File: src/rtl/axis_cmd_fifo_pkg.sv
// axis_cmd_fifo_pkg: shared widths and sizing helper for the command-path FIFO
package axis_cmd_fifo_pkg;
  localparam int CMD_DATA_WIDTH = 32;
  function automatic int fifo_depth(input int aw);
    return 1 << aw;
  endfunction
endpackage

File: src/rtl/axis_fifo_ram.sv
// axis_fifo_ram: simple dual-port RAM with registered read, shaped for EBR inference
module axis_fifo_ram #(
  parameter int WIDTH = 33,
  parameter int ADDR_WIDTH = 4
) (
  input  logic                  clk,
  input  logic                  we,
  input  logic [ADDR_WIDTH-1:0] wa,
  input  logic [WIDTH-1:0]      wd,
  input  logic                  re,
  input  logic [ADDR_WIDTH-1:0] ra,
  output logic [WIDTH-1:0]      rd
);
  logic [WIDTH-1:0] mem [2**ADDR_WIDTH];
  // write port plus read port whose output holds until the next enabled read
  always_ff @(posedge clk) begin
    if (we) mem[wa] <= wd;
    if (re) rd <= mem[ra];
  end
endmodule

File: src/rtl/axis_cmd_fifo.sv
// axis_cmd_fifo: EBR-backed AXIS command FIFO with FWFT output stage and registered cts
module axis_cmd_fifo
  import axis_cmd_fifo_pkg::*;
#(
  parameter int DATA_WIDTH = CMD_DATA_WIDTH,
  parameter int ADDR_WIDTH = 4,
  parameter int CTS_THRESHOLD = 12
) (
  input  logic                  aclk,
  input  logic                  resetn,
  input  logic                  flush,
  input  logic                  s_axis_tvalid,
  output logic                  s_axis_tready,
  input  logic                  s_axis_tlast,
  input  logic [DATA_WIDTH-1:0] s_axis_tdata,
  output logic                  m_axis_tvalid,
  input  logic                  m_axis_tready,
  output logic                  m_axis_tlast,
  output logic [DATA_WIDTH-1:0] m_axis_tdata,
  output logic                  cts,
  output logic [ADDR_WIDTH:0]   level
);
  localparam int DEPTH = fifo_depth(ADDR_WIDTH);
  localparam int LW = ADDR_WIDTH + 1;
  localparam int W = DATA_WIDTH + 1;
  logic [ADDR_WIDTH-1:0] wp, rp;
  logic [LW-1:0] occ, occ_next, level_next;
  logic pv, ov, pv_next, ov_next, rdy, wr, rd, pop, o_load;
  logic [W-1:0] rd_data, o_q;
  // the RAM read register doubles as the prefetch slot; pv marks it valid
  axis_fifo_ram #(.WIDTH(W), .ADDR_WIDTH(ADDR_WIDTH)) u_ram (
    .clk(aclk),
    .we(wr),
    .wa(wp),
    .wd({s_axis_tlast, s_axis_tdata}),
    .re(rd),
    .ra(rp),
    .rd(rd_data)
  );
  assign s_axis_tready = rdy & ~flush;
  assign m_axis_tvalid = ov;
  assign {m_axis_tlast, m_axis_tdata} = o_q;
  // handshakes, prefetch refill and next occupancy/level
  always_comb begin
    wr = s_axis_tvalid & s_axis_tready;
    pop = ov & m_axis_tready;
    o_load = pv & (~ov | pop);
    rd = (occ != '0) & (~pv | o_load);
    pv_next = rd | (pv & ~o_load);
    ov_next = o_load | (ov & ~pop);
    occ_next = occ + LW'(wr) - LW'(rd);
    level_next = occ_next + LW'(pv_next) + LW'(ov_next);
  end
  // pointers, occupancy, output stage and registered flow-control outputs
  always_ff @(posedge aclk or negedge resetn) begin
    if (!resetn) begin
      wp <= '0;
      rp <= '0;
      occ <= '0;
      pv <= 1'b0;
      ov <= 1'b0;
      o_q <= '0;
      rdy <= 1'b0;
      cts <= 1'b0;
      level <= '0;
    end else if (flush) begin
      wp <= '0;
      rp <= '0;
      occ <= '0;
      pv <= 1'b0;
      ov <= 1'b0;
      o_q <= '0;
      rdy <= 1'b1;
      cts <= 1'b1;
      level <= '0;
    end else begin
      if (wr) wp <= wp + ADDR_WIDTH'(1);
      if (rd) rp <= rp + ADDR_WIDTH'(1);
      if (o_load) o_q <= rd_data;
      occ <= occ_next;
      pv <= pv_next;
      ov <= ov_next;
      rdy <= occ_next < LW'(DEPTH);
      cts <= level_next < LW'(CTS_THRESHOLD);
      level <= level_next;
    end
  end
endmodule

File: config.mk
export PLATFORM = sky130hd
export DESIGN_NAME = axis_cmd_fifo
export DESIGN_NICKNAME = d
export VERILOG_FILES = /design/src/rtl/axis_cmd_fifo_pkg.sv /design/src/rtl/axis_fifo_ram.sv /design/src/rtl/axis_cmd_fifo.sv
export SDC_FILE = /design/constraint.sdc
export NUM_CORES = 1
export LEC_CHECK = 0
export CORE_MARGIN = 1
export CORE_UTILIZATION = 40
export CTS_CLUSTER_SIZE = 20
export DETAILED_ROUTE_END_ITERATION = 10
export GPL_ROUTABILITY_DRIVEN = 0
export PLACE_DENSITY = 0.61
export SLEW_MARGIN = 20
export SYNTH_ARGS = -nofsm -noshare
export SYNTH_HDL_FRONTEND = slang
export SYNTH_SLANG_ARGS = --single-unit
File: constraint.sdc
create_clock -name aclk -period 5.34 [get_ports aclk]
set_input_delay 0.534 -clock aclk [delete_from_list [all_inputs] [get_ports aclk]]
set_output_delay 0.534 -clock aclk [all_outputs]
set_load 0.005 [all_outputs]
==> summary.md <==
| Metric | Value |
|---|---|
| Status | finished clean |
| Final setup fails | 0 |
| Total CTS buffers | 67 |
| DRC violations left | 0 |
| Die ar. | 0.05905 mm^2 |
| Met2 wire len | 23,410 um |
| Final non-filler cell total | 1,904 |
| Largest net degree at the start of global routing | 71 |
| Asr flop ratio synth | 8.929% |
| Final net count | 1,149 |
| Max_cap viols | 0 |
| Port buffer count | 78 |
| Die Y | 243 um |
| I/O pin cnt | 79 |
| Hold WC Path Type | input port to asynchronous set/reset pin |
| CTS tree | yes |
| Setup repair bufs after CTS | 0 |
| Yosys reg bits | 616 |
| Total grt overflow | 0 |
| Hold Slack | 0.05618 ns |
| Post-DP HPWL | 24,970 um |
| Tmin final | 3.405 ns |
| Register area share after synthesis | 78.44% |
| Worst path arrival time | 3.87 ns |
| Buffer levels on the longest clock path | 3 |
| Cell breakdown of the critical path | inv_1 > ha_1 > nor4b_1 > a21oi_4 > ha_1 > inv_1 > ha_1 > inv_1 > fa_1 > inv_1 > ha_1 > or2_2 > a21oi_1 > nand2b_1 > o21a_1 |
| H-Tree Depth | 3 |
| Power per Cell Area | 483.3 mW/mm^2 |
| Post-Synth Adder-Cell Area | 0.8186% |
| DRT iter0 DRCs | 886 |
| Psw | 3.296 mW |
| Drt via density | 5.384 |
| Vias in the first global route | 11,130 |
| Synth Warn # | 0 |
| Primary FF master, synth | edfxtp_1 |
| Largest family of logic cells by synthesized area | multiplexers |
| CP max stage delay | 0.55 ns |
| DP Cell Count | 1,784 |
| Skew-Pair Late Insertion Delay | 0.58 ns |
| Critical Path RT | 5.81 ns |
| Initial antenna violation count | 0 |
| Sink Count | 616 |
| CP Buf/Inv Count | 4 |
| Compound-Gate Fraction of Synth Area | 1.524% |
| Routed Antenna Nets | 0 |
| Post-CTS sizing | 0 |
| Share of layout cells above drive strength 1 | 27.00% |
| Clk_skew | 0.01025 ns |
| Area of the core | 0.05693 mm^2 |
| Synth Instances | 974 |
| Final slew viol count | 0 |
| Worst setup SP type | register |
| Std-Cell Rows | 87 |
| Area grow syn2layout | 16.75% |
| Sw frac | 25.15% |
| Sequential power share | 44.9% |
| XOR/XNOR share of the synthesized area | 0.4739% |
| Yosys cell types | 35 |
| EDFF count, synth | 561 |
| Worst slew pin tran | 1.118 ns |
| CTS root buffer | clkbuf_16 |
| Critical-path top delay cell | fa_1 |
| Pre-Repair DR Iteration Count | 6 |
| Logic pwr share | 20.5% |
| Final period util | 63.76% |
| CTS Hold Buffers Added | 0 |
| First-pass GRT wire length | 72,910 um |
| Crit path kind | register to register |
| Relative slew slack | 25.45% |
| Max frequency | 293.7 MHz |
| Average size of a mapped cell | 23.85 um^2 |
| Final Hold Vio Count | 0 |
| Max layer used | met4 |
| Simple-Gate Fraction of Synth Area | 1.379% |
| Fill cell count | 4,569 |
| Metal3 WL | 2024 um |
| Initial Util | 40.81% |
| Max rail drop VDD | 0.0002359 V |
| Setup Total Neg Slack | 0 ns |
| WL met1 | 21,540 um |
| Crit end category | register |
| Chip Width | 243 um |
| Largest fanout on the critical path | 4 |
| WL final | 47,810 um |
| Clock Pin Slew Worst Setup and Hold Paths | 0.06 ns |
| CP top delay family | adder cells |
| Total track usage | 16.79% |
| RSZ-0062 raised after global routing | false |
| Antenna Cells | 0 |
| Mapped Nets | 1,026 |
| Wire length per cell | 25.11 um |
| Multiplexer share of the synthesized area | 16.08% |
| Int Pwr | 9.812 mW |
| Clock power share | 34.6% |
| Synthesized area | 0.02323 mm^2 |
| Routed vias | 10,250 |
| Leakage Power | 8.713 nW |
flip-flops by register name, summed over array words and instances, names as in the netlist:
signal / cells
cts: 1
level: 5
m_axis_tvalid: 1
o_q: 33
occ: 5
pv: 1
rdy: 1
rp: 4
u_ram.mem: 528
u_ram.rd: 33
wp: 4
layout make-up:
class / instances / area, um^2 / area share, %
sequential: 616 / 18230 / 67.22
multi-input combinational: 298 / 4758 / 17.54
clock buffer: 84 / 1856 / 6.841
timing repair buffer: 100 / 980.9 / 3.616
tap: 756 / 945.9 / 3.487
clock inverter: 36 / 299.0 / 1.102
inverter: 14 / 52.55 / 0.1937
per-stage QoR:
stage	power [mW]	setup WS [ns]	area (um^2)	utilization [%]
after global routing	13.69	1.652	27120	47.65
after detailed placement	8.747	1.367	24970	43.86
final	13.11	1.935	27120	47.65
after CTS	13.30	1.910	27120	47.65
after floorplan	7.871	0.5199	23230	-
after global placement	8.712	1.415	24970	43.86
worst register-to-register path, delay by kind of cell, from the launching register on:
family                   cells  cell delay (ns)
AND/OR/NAND/NOR              3             0.89
buffers and inverters        4             0.28
AO/OA/AOI/OAI                3             0.34
flip-flops                   1             0.38
adder cells (fa/ha/maj)      5             1.41
per-layer routing:
| layer | up-vias | track usage (%) |
|---|---|---|
| met3 | 61 | 2.808 |
| met5 | - | 0 |
| li1 | 4370 | - |
| met4 | 0 | 5.105 |
| met1 | 5560 | 23.88 |
| met2 | 260 | 26.66 |
worst paths after layout:
path	start	to	slack, ns	cells after the start
setup / recovery	occ[2]	cts	1.94	15
hold / removal	resetn	occ[2]	0.06	1
setup reg to reg	occ[2]	cts	1.94	15
hold reg to reg	u_ram.rd[1]	o_q[1]	0.46	1
max in group asynchronous	resetn	rp[0]	4.64	1
min in group aclk	u_ram.rd[1]	o_q[1]	0.46	1
power groups by stage:
stage               Combinational [mW]  Clock, mW  Sequential [mW]
detailed placement                2.75          0             5.99
floorplan                         1.99          0             5.88
global route                      2.94       4.82             5.93
CTS                               2.77       4.64             5.90
finish                            2.68       4.54             5.89
global placement                  2.72          0             5.99
cell usage in the layout, fill, tap and decap left out, types with 2 or more instances in the layout:
master           netlist  routed
dfrtp_1               55      51
nor3_1                 2       2
bufinv_16              0       5
nand2_1                7       7
nand2b_1               2       2
fa_1                   2       2
mux2i_1                2       2
mux4_2               165     165
clkdlybuf4s50_1        0      77
nand3_1                2       2
a21oi_1                6       4
inv_1                 14      14
dfrtp_4                0       2
xor2_1                 4       4
ha_1                  12      12
and2_2                 0      16
clkbuf_8               0       3
a22o_1                33      33
clkbuf_1              23      10
a21oi_4                0       2
clkinv_2               0      15
clkbuf_16              0      71
buf_4                  0      20
nor2_1                20      20
buf_12                 0       3
or2_2                  2       2
clkinv_1               0      13
nor2b_1                4       4
xnor2_1                6       6
dfrtp_2                0       2
edfxtp_1             561     561
synth_stat cells, types with 4 or more instances:
cell	instances	area share, %
edfxtp_1	561	73
mux4_2	165	16
dfrtp_1	55	5.9
a22o_1	33	1.2
clkbuf_1	23	0.37
nor2_1	20	0.32
and2_1	16	0.43
inv_1	14	0.23
ha_1	12	0.65
buf_2	11	0.24
buf_6	8	0.39
nand2_1	7	0.11
a21oi_1	6	0.13
xnor2_1	6	0.23
buf_1	4	0.065
nor2b_1	4	0.11
xor2_1	4	0.15
cell families (layout without fill, tap and decap cells):
| family | after synthesis | in the layout |
|---|---|---|
| XOR/XNOR | 11 | 11 |
| multiplexers | 167 | 167 |
| AND/OR/NAND/NOR | 62 | 62 |
| AO/OA/AOI/OAI | 44 | 44 |
| adder cells (fa/ha/maj) | 14 | 14 |
| flip-flops | 616 | 616 |
| buffers and inverters | 60 | 234 |
(Power assumes the default switching activity.)
